File: src/rtl/vend_pkg.sv
// Shared encodings for the vending controller: coin codes, FSM states and
// a coin-value decode helper.
package vend_pkg;

  typedef enum logic [1:0] {
    COIN_NONE   = 2'b00,
    COIN_ONE    = 2'b01,
    COIN_TWO    = 2'b10,
    COIN_CANCEL = 2'b11
  } coin_e;

  typedef enum logic [1:0] {
    IDLE     = 2'b00,
    COLLECT  = 2'b01,
    SOLD_OUT = 2'b10
  } state_e;

  // Monetary value of a coin code; cancel and none carry no value.
  function automatic logic [1:0] coin_value(input logic [1:0] c);
    case (c)
      COIN_ONE: return 2'd1;
      COIN_TWO: return 2'd2;
      default:  return 2'd0;
    endcase
  endfunction

endpackage

File: src/rtl/vend_stock_ctr.sv
// Inventory counter: loads STOCK_INIT on reset, STOCK_MAX on load,
// decrements on dec but never below zero. load dominates dec.
module vend_stock_ctr
  import vend_pkg::*;
#(
  parameter int STOCK_W    = 4,
  parameter int STOCK_INIT = 2,
  parameter int STOCK_MAX  = 8
) (
  input  logic               clk,
  input  logic               reset,
  input  logic               dec,
  input  logic               load,
  output logic [STOCK_W-1:0] stock_cnt,
  output logic               sold_out
);

  // Stock register: refill wins, otherwise saturating decrement.
  always_ff @(posedge clk) begin
    if (reset) begin
      stock_cnt <= STOCK_W'(STOCK_INIT);
    end else if (load) begin
      stock_cnt <= STOCK_W'(STOCK_MAX);
    end else if (dec && (stock_cnt != '0)) begin
      stock_cnt <= stock_cnt - 1'b1;
    end
  end

  assign sold_out = (stock_cnt == '0);

endmodule

File: src/rtl/vend_ctrl.sv
// Drink-vending controller: accumulates coin credit, dispenses one drink per
// PRICE units, returns change/refunds and rejects coins while sold out.
// Optional macro VEND_CREDIT_CARRY_EN keeps purchase excess as credit
// instead of returning it on back.
module vend_ctrl
  import vend_pkg::*;
#(
  parameter int PRICE      = 4,
  parameter int CREDIT_W   = 4,
  parameter int STOCK_W    = 4,
  parameter int STOCK_INIT = 2,
  parameter int STOCK_MAX  = 8
) (
  input  logic                clk,
  input  logic                reset,
  input  logic [1:0]          coin,
  input  logic                refill,
  output logic                drink,
  output logic [CREDIT_W-1:0] back,
  output logic [CREDIT_W-1:0] credit,
  output logic [STOCK_W-1:0]  stock_cnt,
  output logic                sold_out
);

  // Reject parameter sets the datapath cannot represent.
  generate
    if ((PRICE < 2) || (PRICE > (1 << CREDIT_W) - 2) ||
        (STOCK_INIT < 0) || (STOCK_INIT > STOCK_MAX) ||
        (STOCK_MAX >= (1 << STOCK_W))) begin : g_param_check
      $fatal(1, "vend_ctrl: illegal parameter combination");
    end
  endgenerate

  localparam logic [CREDIT_W:0]   PRICE_X    = (CREDIT_W + 1)'(PRICE);
  localparam logic [CREDIT_W-1:0] PRICE_W    = CREDIT_W'(PRICE);
  // A zero initial stock must start in SOLD_OUT so coins are rejected.
  localparam state_e              STATE_INIT = (STOCK_INIT == 0) ? SOLD_OUT : IDLE;

  state_e              state, state_nxt;
  logic [CREDIT_W-1:0] credit_nxt;
  logic [CREDIT_W-1:0] back_nxt;
  logic                drink_nxt;
  logic                purchase;
  logic [1:0]          coin_v;
  logic [CREDIT_W:0]   sum;
  logic [STOCK_W-1:0]  stock_nxt;

  vend_stock_ctr #(
    .STOCK_W   (STOCK_W),
    .STOCK_INIT(STOCK_INIT),
    .STOCK_MAX (STOCK_MAX)
  ) u_stock (
    .clk      (clk),
    .reset    (reset),
    .dec      (purchase),
    .load     (refill),
    .stock_cnt(stock_cnt),
    .sold_out (sold_out)
  );

  // State, credit and the one-cycle dispense/change outputs.
  always_ff @(posedge clk) begin
    if (reset) begin
      state  <= STATE_INIT;
      credit <= '0;
      drink  <= 1'b0;
      back   <= '0;
    end else begin
      state  <= state_nxt;
      credit <= credit_nxt;
      drink  <= drink_nxt;
      back   <= back_nxt;
    end
  end

  // Coin evaluation against the pre-refill stock, then next-state from the
  // resulting credit and stock.
  always_comb begin
    credit_nxt = credit;
    back_nxt   = '0;
    drink_nxt  = 1'b0;
    purchase   = 1'b0;
    coin_v     = coin_value(coin);
    sum        = {1'b0, credit} + (CREDIT_W + 1)'(coin_v);

    if (coin == COIN_CANCEL) begin
      back_nxt   = credit;
      credit_nxt = '0;
    end else if (coin_v != 2'd0) begin
      if (state == SOLD_OUT) begin
        back_nxt = CREDIT_W'(coin_v);
      end else if (sum >= PRICE_X) begin
        drink_nxt = 1'b1;
        purchase  = 1'b1;
`ifdef VEND_CREDIT_CARRY_EN
        credit_nxt = sum[CREDIT_W-1:0] - PRICE_W;
`else
        back_nxt   = sum[CREDIT_W-1:0] - PRICE_W;
        credit_nxt = '0;
`endif
      end else begin
        credit_nxt = sum[CREDIT_W-1:0];
      end
    end

    if (refill) begin
      stock_nxt = STOCK_W'(STOCK_MAX);
    end else if (purchase && (stock_cnt != '0)) begin
      stock_nxt = stock_cnt - 1'b1;
    end else begin
      stock_nxt = stock_cnt;
    end

    if (stock_nxt == '0) begin
      state_nxt = SOLD_OUT;
    end else if (credit_nxt == '0) begin
      state_nxt = IDLE;
    end else begin
      state_nxt = COLLECT;
    end
  end

endmodule

File: config.mk
export PLATFORM = sky130hd
export DESIGN_NAME = vend_ctrl
export DESIGN_NICKNAME = d
export VERILOG_FILES = /design/src/rtl/vend_pkg.sv /design/src/rtl/vend_stock_ctr.sv /design/src/rtl/vend_ctrl.sv
export SDC_FILE = /design/constraint.sdc
export NUM_CORES = 1
export LEC_CHECK = 0
export CAP_MARGIN = 20
export CELL_PAD_IN_SITES_DETAIL_PLACEMENT = 2
export CELL_PAD_IN_SITES_GLOBAL_PLACEMENT = 2
export CORE_ASPECT_RATIO = 0.8
export CORE_UTILIZATION = 30
export DETAILED_ROUTE_END_ITERATION = 8
export GPL_TIMING_DRIVEN = 0
export PLACE_DENSITY_LB_ADDON = 0.1
export SLEW_MARGIN = 15
export SYNTH_ARGS = -nofsm -noshare
export SYNTH_HDL_FRONTEND = slang
export SYNTH_SLANG_ARGS = --single-unit
File: constraint.sdc
create_clock -name clk -period 4.2 [get_ports clk]
set_input_delay 0.84 -clock clk [delete_from_list [all_inputs] [get_ports clk]]
set_output_delay 0.84 -clock clk [all_outputs]
set_load 0.005 [all_outputs]
; ---- Yosys cells after proc, flatten, opt, wreduce, memory -nomap -nowiden
; Index checks and enable logic that the tools add are counted.
[totals]
ff_bits = 15
[op_classes]
addsub = 3
magnitude_cmp = 1
eq_ne = 4
mux = 17
reduce_logical = 7
[ops]
columns = cell, count
row1 = two-way mux 4 bit, 10
row2 = zero test 4 bit, 3
row3 = "== test 2 bit, second input constant", 3
row4 = adder 4 x 2 -> 5 bit, 1
row5 = "greater-or-equal comparator 5 x 3 -> 1 bit, second input constant", 1
row6 = two-way mux 1 bit, 5
row7 = case mux 2 bit (2 select lines), 1
row8 = nonzero test 4 bit, 1
row9 = "subtractor 4 x 1 -> 4 bit, second input constant", 1
row10 = "subtractor 4 x 3 -> 4 bit, second input constant", 1
row11 = "== test 2 x 1 -> 1 bit, second input constant", 1
row12 = two-way mux 2 bit, 1
row13 = nonzero test 2 bit, 1
row14 = OR reduction 2 bit, 1
row15 = logical AND 1 bit, 1

; ---- Logic depth before layout (Yosys ltp)
[logic_depth]
word_depth = 13
ltp_mapped = 13

; ---- Cells and area by module
; Synthesis repeated with hierarchy kept, for this count alone.
[hier_totals]
cells_unflattened = 113
area_unflattened_um2 = 960.9
[by_module_without_submodules]
columns = mod, instances, cells_per_inst, area_each_um2, seq_area_each_um2
row1 = vend_ctrl, 1, 88, 743.2, 220.2
row2 = vend_stock_ctr, 1, 25, 217.7, 80.1

; ---- Worst setup path after synthesis
; No wires, ideal clock.
[synth_timing]
path_kind = input to register
start = in coin[0]
end = reg state[0]
setup_ps = 119
t_arrival_ps = 3120
slack_ps = 961
path_stages = 13
path_cell_list = inv_1 -> ha_1 -> xor2_1 -> ha_1 -> a21oi_2 -> xor2_2 -> inv_2 -> ha_1 -> nor3b_1 -> or2_2 -> o31ai_1 -> a22oi_2 -> o221a_1
[synth_between]
elab_chain_cells = 13
elab_cells_between_ends = 22
[synth_lines]
columns = element, line
row1 = from (decl), vend_ctrl.sv:16  ; input logic [1:0] coin,
row2 = == test 2 bit / == test 2 x 1 -> 1 bit (equally long branches), vend_pkg.sv:20  ; case (c)
row3 = case mux 2 bit (2 select lines), vend_pkg.sv:20
row4 = adder 4 x 2 -> 5 bit, vend_ctrl.sv:84  ; sum = {1'b0, credit} + (CREDIT_W + 1)'(coin_v);
row5 = greater-or-equal comparator 5 x 3 -> 1 bit, vend_ctrl.sv:92  ; end else if (sum >= PRICE_X) begin
row6 = two-way mux 1 bit, vend_ctrl.sv:92
row7 = two-way mux 1 bit (3 in series), n/a
row8 = logical AND 1 bit, vend_ctrl.sv:108  ; end else if (purchase && (stock_cnt != '0)) begin
row9 = two-way mux 4 bit (2 in series), n/a
row10 = zero test 4 bit, vend_ctrl.sv:114  ; if (stock_nxt == '0) begin
row11 = OR reduction 2 bit (no line), n/a
row12 = to (signal assigned), vend_ctrl.sv:69  ; state <= state_nxt;
row13 = to (decl), vend_ctrl.sv:39  ; state_e state, state_nxt;
; Parallel ways exist; a longest one is shown, timed or not.
; A chain may end at the register's enable or synchronous reset.

; ---- Final worst setup path
[layout_timing]
start = in coin[1]
end = reg state[0]
; The elaborated chain is that of the path after synthesis.

==> impl_results.md <==
* Critical Path Max Stage Delay at about 0.55 ns
* H-tree levels at 1
* Hold slack at 0.5477 ns
* Core outline area at around 2800 sq um
* Synth area leaders: dfxtp_1 33%, ha_1 11%, nor2_1 4.2%
* Post-synthesis xor/xnor area fraction at roughly 5.7%
* Post-synth top area cell: dfxtp_1
* Initial antenna violation count at 0
* Most used cell, CP: ha_1
* Post-DRT Antenna Nets at 0
* Cts bufs inserted at 3
* Compound-cell area share of the yosys netlist at a little over a fifth
* First-pass GRT wire length at 4.574 mm
* Synth Register Bits at 15
* Final nets at approximately 130
* Finished Core Util at about two fifths
* DP HPWL at roughly 2.0 mm
* Post-CTS setup repair buffer count at 0
* Final Setup Violations at 0
* Global Route Usage Sum at around a fifth
* WP data required at around 4.3 ns
* Post-synthesis cell area at roughly 900 sq um
* Crit path max-delay family: adder cells
* Antenna cell count at 0
* GR Overflow Total at 0
* Static leakage at approximately 0.00047 uW
* Post-CTS resize count at 0
* Seq/Total Area, Yosys at roughly 33%
* Syn nets at ~110
* Worst path cell trace: clkdlybuf4s50_1, inv_1, ha_1, ha_1, ha_1, a21oi_2, xor2_2, inv_2, ha_1, nor3b_1, or2_2, o31ai_1, a22oi_2, o221a_1
* Crit path max-delay cell type: clkdlybuf4s50_1
* Stages on worst setup path at 14
* R2R cell count at 11
* Main synth FF type: dfxtp_1
* Placed cell area at 1130 sq um
* Final Hold Fails at 0
* Final WL at between 2 and 3 mm
* CP startpoint kind: input port
* Rel. slew slack at approximately 65%
* Max-slew violations at 0
* Fin worst setup slack at 0.3216 ns
* Type of the tightest min-delay check: reg2reg
* Fmax achieved at approximately 260 MHz
* Die width at 63.31 um
* Max_cap viols at 0
* Worst hold stages at 2
* Vias in the first global route at 909
* Initial Util at between 30% and 40%
* P&R area growth vs syn at 30.24%
* Largest net degree at the start of global routing at 11
* Maximum vdd ir drop at roughly 180 uV
* Min cycle time layout at around 3.9 ns
* Status: completed
* Clk Latency, worst-skew pair at between 0.2 and 0.3 ns
* Wirelength per Cell at 17.31 um
* Layout cells sized above 1 at approximately an eighth
* PD cells at approximately 280 nW/um^2
* DRT iter0 DRCs at 27
* Syn. warnings at 0
* Post-synth EDFFs at 0
* Most frequent cell after synthesis: dfxtp_1
* Final RePlAce weighted congestion at 0.7280
* Post-Syn Area per Cell at 9.397 sq um
* Hold buffers post-CTS at 0
* Fin area at between 1000 and 1500 sq um
* # IOs at 19
* Die area at ~3200 sq um
* Arr. time, crit path at 4.02 ns
* Synth top area share at between 30% and 40%
* Detailed-route via count at just over 800
* Crit path buf inv count at 3
* CTS tree: done
* Setup Skew at roughly 0.0016 ns
* Actual slew at the worst max-slew pin at 0.5189 ns
* Clock root cell: clkbuf_8
* Largest family of logic cells by synthesized area: simple AND/OR/NAND/NOR gates
* Port Buffers at 18
* Crit-path max FO at 4
* Final Cycle Share at 92.34%
* Post-placement worst setup slack at approximately 0.13 ns
* Setup crit end kind: register
* Die height at between 50 and 60 um
* Cells after Synth at 96
* Filler cell count in the final layout at 321
* Setup TNS at 0 ns
* Vias/cell at 5.250
* Pre-Repair DR Iteration Count at 4
* Post-synthesis mux area share at 1.110%
* Adder-Cell Fraction of Synth Area at about 11%
* Post-synth top cells: 15 x dfxtp_1, 10 x nor2_1, 8 x ha_1, 5 x inv_1, 5 x nor3_1
* Row count at 17
* Worst setup path class: in2reg
* Sink Count at 15
* DRC at 0
* Async set-or-reset flop fraction in the synthesized netlist at 0%
* Yosys cell types at 41
* RSZ-0062 raised after global routing: false
* Post-synthesis simple-gate area fraction at 24.27%
* Clock Pin Slew Worst Setup and Hold Paths at about 0.06 ns
* CTS Buffer Depth at 2
[metal layers]
layer	vias up	global-route usage [%]	wire [um]
met5	-	0	0
met4	0	8.712	60
met3	6	5.580	96
met2	20	32.44	1299
met1	399	22.94	1245
li1	394	-	-
[final cells by class]
class | instances | area [sq um] | share of cell area, %
flip-flops and latches | 15 | 300.3 | 25.56
multi-input cells | 73 | 571.8 | 48.67
well taps | 38 | 47.55 | 4.047
plain buffers | 2 | 7.507 | 0.6390
clock buffers | 4 | 45.04 | 3.834
inverters | 6 | 22.52 | 1.917
repair buffers | 18 | 180.2 | 15.34
[power by group]
group,internal (uW),switching [uW]
logic,26.4,32.4
registers,147,4.42
clock network,67.3,50.0
total,240,86.8
[final timing paths]
path                             start  slack [ns]              endpoint
setup / recovery               coin[1]        0.32   state[0]$_SDFF_PP0_
hold reg to reg   credit[0]$_SDFF_PP0_        0.55  credit[0]$_SDFF_PP0_
setup reg to reg  credit[1]$_SDFF_PP0_        1.26   state[0]$_SDFF_PP0_
hold / removal    credit[0]$_SDFF_PP0_        0.55  credit[0]$_SDFF_PP0_
[tightest hold or removal path: stages, from the launching register on]
cell	delay, ns
dfxtp_1	0.36
nand2_1	0.08
a21boi_1	0.06
[flip-flops by register name, summed over array words and instances, names as in the netlist]
register,flops
back,4
credit,4
u_stock.stock_cnt,4
state,2
drink,1
[per-stage QoR]
stage	std cells	power, uW
finish	156	327.1
global route	156	345.6
CTS	156	331.1
detailed placement	152	212.5
global placement	152	209.3
floorplan	96	187.5
[cell families (layout without fill, tap and decap cells)]
| logic type | Yosys count | in the layout |
|---|---|---|
| flops | 15 | 15 |
| simple gates | 38 | 38 |
| mux | 1 | 1 |
| buf+inv | 8 | 30 |
| compound gates | 21 | 21 |
| fa+ha+maj | 8 | 8 |
| xor+xnor | 5 | 5 |
[placed cells by master, fill, tap and decap left out, types with 2 or more instances in the layout]
cell / count
o31ai_1: 2
ha_1: 8
and3_1: 2
a21boi_1: 2
and3_2: 2
nor3b_1: 2
a221oi_1: 2
nor2b_1: 2
nor4_1: 2
inv_1: 5
dfxtp_1: 15
nand2_1: 2
nor4bb_1: 2
xor2_1: 2
clkdlybuf4s50_1: 18
or2_2: 2
a22oi_1: 2
clkbuf_1: 3
a21oi_1: 2
nor2_1: 10
clkbuf_8: 3
nor3_1: 5
or3_1: 2
xnor2_1: 2
(Power assumes the default switching activity.)
==> RTL edit 1, RTL diff (same settings) <==
Build with the macro `VEND_CREDIT_CARRY_EN` defined.
--- a/src/rtl/vend_ctrl.sv
+++ b/src/rtl/vend_ctrl.sv
@@ -2,6 +2,8 @@
 // PRICE units, returns change/refunds and rejects coins while sold out.
 // Optional macro VEND_CREDIT_CARRY_EN keeps purchase excess as credit
 // instead of returning it on back.
+`define VEND_CREDIT_CARRY_EN
+
 module vend_ctrl
   import vend_pkg::*;
 #(
Check against the original RTL: not equivalent (Yosys sat finds a counterexample within 4 cycles, from zero or initial values and one cycle with reset high).
==> RTL edit 1 against the unedited design <==
Global-route usage decreased by 2.4 points. Synthesized cell count increased by 3.1%. Routed wire length decreased by 7.6%. Cell area increased by 2.0%. Sequential cell count unchanged. Power increased by 1.6%. Hold slack improved by 0.059 ns. Worst setup slack got worse by 0.074 ns. Area after synthesis increased by 3.6%. Combinational power increased by 12%.
==> RTL edit 1: results (changes against the unedited design) <==
Synth Warn # -> 0 (unchanged)
# fillers -> 316 (was 321)
Port-buffer cells -> 17 (was 18)
vias -> 825 (was 819)
syn nets -> 112 (was 109)
Hold-fix buffers, CTS -> 0 (unchanged)
post-CTS sizing -> 0 (unchanged)
Worst setup EP type -> flop (unchanged)
Max clock buf depth -> 2 (unchanged)
worst flop-to-flop path startpoint -> credit[0] (was credit[1])
Internal Power -> 244 uW (was 240 uW)
most common library cells after synthesis -> dfxtp_1, nor2_1, ha_1, and3_1, inv_1 (was dfxtp_1, nor2_1, ha_1, inv_1, nor3_1)
cts bufs inserted -> 3 (unchanged)
CP max stage delay -> 0.62 ns (was 0.55 ns)
WHS -> 0.607 ns (was 0.548 ns)
dpl hpwl -> 2.03 mm (was 1.99 mm)
hold depth -> 2 (unchanged)
worst-path fanout max -> 8 (was 4)
Layout Nets -> 134 (was 132)
drt drc -> 0 (unchanged)
Initial DRT Pass Iterations -> 4 (unchanged)
share of cells above drive strength 1 -> 13.3% (was 12.7%)
clock root cell -> clkbuf_8 (unchanged)
Seq/Total Area, Yosys -> 32.1% (was 33.3%)
biggest regs -> back (4), credit (4), u_stock.stock_cnt (4) (unchanged)
status -> completed (unchanged)
leakage power -> 0.000532 uW (was 0.000471 uW)
Rel. slew slack -> 57.7% (was 65.3%)
initial antenna violation count -> 0 (unchanged)
DRT iter0 DRCs -> 17 (was 27)
WL per Instance -> 15.8 um (was 17.3 um)
first-pass GRT wire length -> 4.19 mm (was 4.57 mm)
register-to-register setup slack -> 1.17 ns (was 1.26 ns)
Yosys cell types -> 32 (was 41)
arrival time worst endpoint -> 4.09 ns (was 4.02 ns)
clk_skew -> 0.00347 ns (was 0.00165 ns)
synth top area cells -> dfxtp_1, ha_1, a2111oi_4, and3_1, a32oi_1 (was dfxtp_1, ha_1, nor2_1, nor3_1, a31oi_4)
vias in the first global route -> 895 (was 909)
Worst VDD drop -> 0.185 mV (was 0.180 mV)
GRT Overall Usage -> 16.9% (was 19.3%)
Worst-path clk slew -> 0.06 ns (about the same)
CP startpoint -> coin[1] (unchanged)
CP top delay family -> compound AO/OA/AOI/OAI gates (was adder cells)
largest net degree at the start of global routing -> 11 (unchanged)
diode count -> 0 (unchanged)
min-delay worst type -> flop to flop (unchanged)
dominant synthesized flop cell -> dfxtp_1 (unchanged)
hold_sp -> u_stock.stock_cnt[0] (was credit[0])
H-tree Lvls -> 1 (unchanged)
Hold Path Sink -> u_stock.stock_cnt[0] (was credit[0])
Clock Latency Late Sink -> 0.24 ns
Synth async-reset ratio -> 0% (unchanged)
Critical R2R Capture -> state[1] (was state[0])
postcts setup bufs -> 0 (unchanged)
worst reg-to-reg path cell count -> 10 (was 11)
gpl congestion -> 0.702 (was 0.728)
CP max-delay cell -> a2111oi_4 (was clkdlybuf4s50_1)
RTL edit 1: layer usage:
metal	part of all wire [%]	vias to the layer above	GRT usage, %
li1	-	400	-
met1	50	406	19.9
met2	47	19	30.2
met3	3.7	0	5.70
met4	0	0	2.59
met5	0	-	0
RTL edit 1: cells by family (layout without fill, tap and decap cells):
group | after synthesis | in the layout | share of synthesized area, %
AND/OR/NAND/NOR | 34 | 34 | 19.5
AO/OA/AOI/OAI | 21 | 21 | 21.3
flip-flops | 15 | 15 | 32.1
buffers and inverters | 12 | 33 | 6.96
adder cells (fa/ha/maj) | 8 | 8 | 10.7
XOR/XNOR | 6 | 6 | 5.62
multiplexers | 3 | 3 | 3.75
RTL edit 1: cell type report:
class / instances / share of cell area [%]
multi-input cells: 72 / 47.5
flip-flops and latches: 15 / 25.1
repair buffers: 17 / 14.2
well taps: 38 / 3.97
clock buffers: 3 / 3.44
plain buffers: 5 / 3.24
inverters: 7 / 2.19
clock inverters: 1 / 0.418
RTL edit 1: tightest hold or removal path, delay by kind of cell (launching register included):
family        cells  cell delay (ns)
simple gates      1             0.04
flops             1             0.35
xor+xnor          1             0.17
RTL edit 1: metrics by stage:
stage                     cell area (um^2)  power [uW]  worst slack [ns]  instances
final                                 1200         332             0.248        158
after global routing                  1200         350            0.0409        158
after CTS                             1200         336             0.212        158
after detailed placement              1150         221           -0.0447        154
after global placement                1150         218            0.0971        154
after floorplan                        935         196             0.957         99
RTL edit 1: power by group through the flow:
| stage | clock (uW) | sequential [uW] | combinational [uW] |
|---|---|---|---|
| detailed placement | 0 | 155 | 66.3 |
| global placement | 0 | 154 | 63.7 |
| finish | 115 | 151 | 66.1 |
| CTS | 118 | 152 | 66.7 |
| floorplan | 0 | 154 | 42.2 |
| global route | 125 | 152 | 73.0 |
==> RTL edit 2, RTL diff (same settings) <==
Made on the original files. Re-encode `state_e` (3 states) as one-hot, 3 bits wide.
--- a/src/rtl/vend_pkg.sv
+++ b/src/rtl/vend_pkg.sv
@@ -9,10 +9,10 @@
     COIN_CANCEL = 2'b11
   } coin_e;
 
-  typedef enum logic [1:0] {
-    IDLE     = 2'b00,
-    COLLECT  = 2'b01,
-    SOLD_OUT = 2'b10
+  typedef enum logic [2:0] {
+    IDLE     = 3'b001,
+    COLLECT  = 3'b010,
+    SOLD_OUT = 3'b100
   } state_e;
 
   // Monetary value of a coin code; cancel and none carry no value.
Check against the original RTL: same outputs for any inputs over 10 cycles, from zero or initial values and one cycle with reset high; not proved beyond that.
==> RTL edit 2 against the unedited design <==
Worst setup slack better by 0.12 ns. Cell area up 4.6%. Combinational power up 6.8%. Power up 3.4%. Area after synthesis up 7.2%. Routed wire length up 5.2%. Sequential cell count up 1. Utilization down 2.0 points. Highest routed layer unchanged.
==> RTL edit 2: results (changes against the unedited design) <==
synth top area cells -> dfxtp_1, ha_1, nor3_1, buf_6, nor2_1 (was dfxtp_1, ha_1, nor2_1, nor3_1, a31oi_4)
vias in the first global route -> 943 (was 909)
Post-Synth Adder-Cell Area -> 10.3% (was 11.1%)
DP Area -> 0.00119 mm^2 (was 0.00113 mm^2)
dpl ws -> 0.237 ns (was 0.130 ns)
register-to-register setup slack -> 1.50 ns (was 1.26 ns)
Yosys cell types -> 37 (was 41)
Seq/Total Area, Yosys -> 33.1% (was 33.3%)
Hold Path Sink -> back[0] (was credit[0])
via/cell ratio -> 5.37 (was 5.25)
leakage power -> 0.000484 uW (was 0.000471 uW)
dpl hpwl -> 2.22 mm (was 1.99 mm)
met2 WL -> 1.32 mm (was 1.30 mm)
worst flop-to-flop path startpoint -> credit[0] (was credit[1])
postcts setup bufs -> 0 (unchanged)
Area Growth Syn to Fin -> 27.0% (was 30.2%)
Worst VDD drop -> 0.110 mV (was 0.180 mV)
status -> completed (unchanged)
largest net degree at the start of global routing -> 11 (unchanged)
share of cells above drive strength 1 -> 9.38% (was 12.7%)
arrival time worst endpoint -> 3.89 ns (was 4.02 ns)
DRT iter0 DRCs -> 28 (was 27)
syn nets -> 121 (was 109)
worst-path fanout max -> 9 (was 4)
clock root cell -> clkbuf_8 (unchanged)
first-pass GRT wire length -> 4.57 mm (unchanged)
WL per Instance -> 16.9 um (was 17.3 um)
Critical R2R Capture -> u_stock.stock_cnt[3] (was state[0])
GRT Overall Usage -> 18.2% (was 19.3%)
Layout Nets -> 143 (was 132)
clk_skew -> 0.00303 ns (was 0.00165 ns)
Rel. slew slack -> 56.3% (was 65.3%)
multiplexer share of the synthesized area -> 2.46% (was 1.11%)
routed length on met1 -> 1.42 mm (was 1.25 mm)
# fillers -> 350 (was 321)
worst reg-to-reg path cell count -> 10 (was 11)
met3 routed WL -> 88 um (was 96 um)
compound-gate portion of the synthesized area -> 16.9% (was 21.2%)
most common library cells after synthesis -> dfxtp_1, nor3_1, ha_1, nor2_1, inv_1 (was dfxtp_1, nor2_1, ha_1, inv_1, nor3_1)
xor/xnor share of the synthesized area -> 3.62% (was 5.69%)
Net Sw Power -> 88.5 uW (was 86.8 uW)
post-CTS sizing -> 0 (unchanged)
H-tree Lvls -> 1 (unchanged)
gpl congestion -> 0.760 (was 0.728)
cts bufs inserted -> 3 (unchanged)
Port-buffer cells -> 17 (was 18)
## RTL edit 2: changes by cell type after synthesis, sizes merged, moves of 3 or more
cell,unedited run,this run
buf,0,4
nand2,2,6
nor3,6,10
a211o,0,3
a22oi,3,0
o211ai,0,3
## RTL edit 2: cell type report
cell class | instances | area share (%)
buffer | 4 | 3.16
inverter | 7 | 2.14
timing repair buffer | 17 | 13.8
sequential | 16 | 26.1
tap | 40 | 4.07
multi-input combinational | 81 | 47.4
clock buffer | 3 | 3.36
## RTL edit 2: worst max-delay path, delay by kind of cell
kind,cells,cell delay [ns]
simple gates,3,0.58
buf+inv,3,0.74
compound gates,2,0.68
xor+xnor,1,0.21
fa+ha+maj,4,0.82
## RTL edit 2: worst max path at each step
stage	from	endpoint	slack, ns	cells after the start
4_1_cts	coin[1]	u_stock.stock_cnt[3]	0.41	13
3_3_place_gp	coin[1]	u_stock.stock_cnt[3]	0.39	13
2_1_floorplan	coin[0]	u_stock.stock_cnt[3]	1.26	12
5_1_grt	coin[1]	u_stock.stock_cnt[3]	0.25	13
6_report	coin[1]	u_stock.stock_cnt[3]	0.44	13
3_5_place_dp	coin[1]	u_stock.stock_cnt[3]	0.24	13
## RTL edit 2: cells by family after synthesis
family          after synthesis
compound gates               22
xor+xnor                      4
fa+ha+maj                     8
buf+inv                      11
flops                        16
mux                           2
simple gates                 45
## RTL edit 2: power by group through the flow
stage	clock (uW)	combinational [uW]	sequential, uW
3_3_place_gp	0	60.5	167
6_report	112	62.8	164
3_5_place_dp	0	62.9	167
2_1_floorplan	0	37.8	166
4_1_cts	118	63.1	164
5_1_grt	122	69.7	165
## RTL edit 2: per-layer routing
layer / vias up / global-route usage [%]
li1: 439 / -
met1: 450 / 23.4
met2: 11 / 30.4
met3: 2 / 4.57
met4: 0 / 4.71
met5: - / 0
## RTL edit 2: stage by stage
stage                     cells  hold WS [ns]  total power [uW]
after floorplan             108         0.493               203
after global placement      165         0.523               227
after detailed placement    165         0.529               230
after CTS                   168         0.538               345
after global routing        168         0.585               356
final                       168         0.536               338
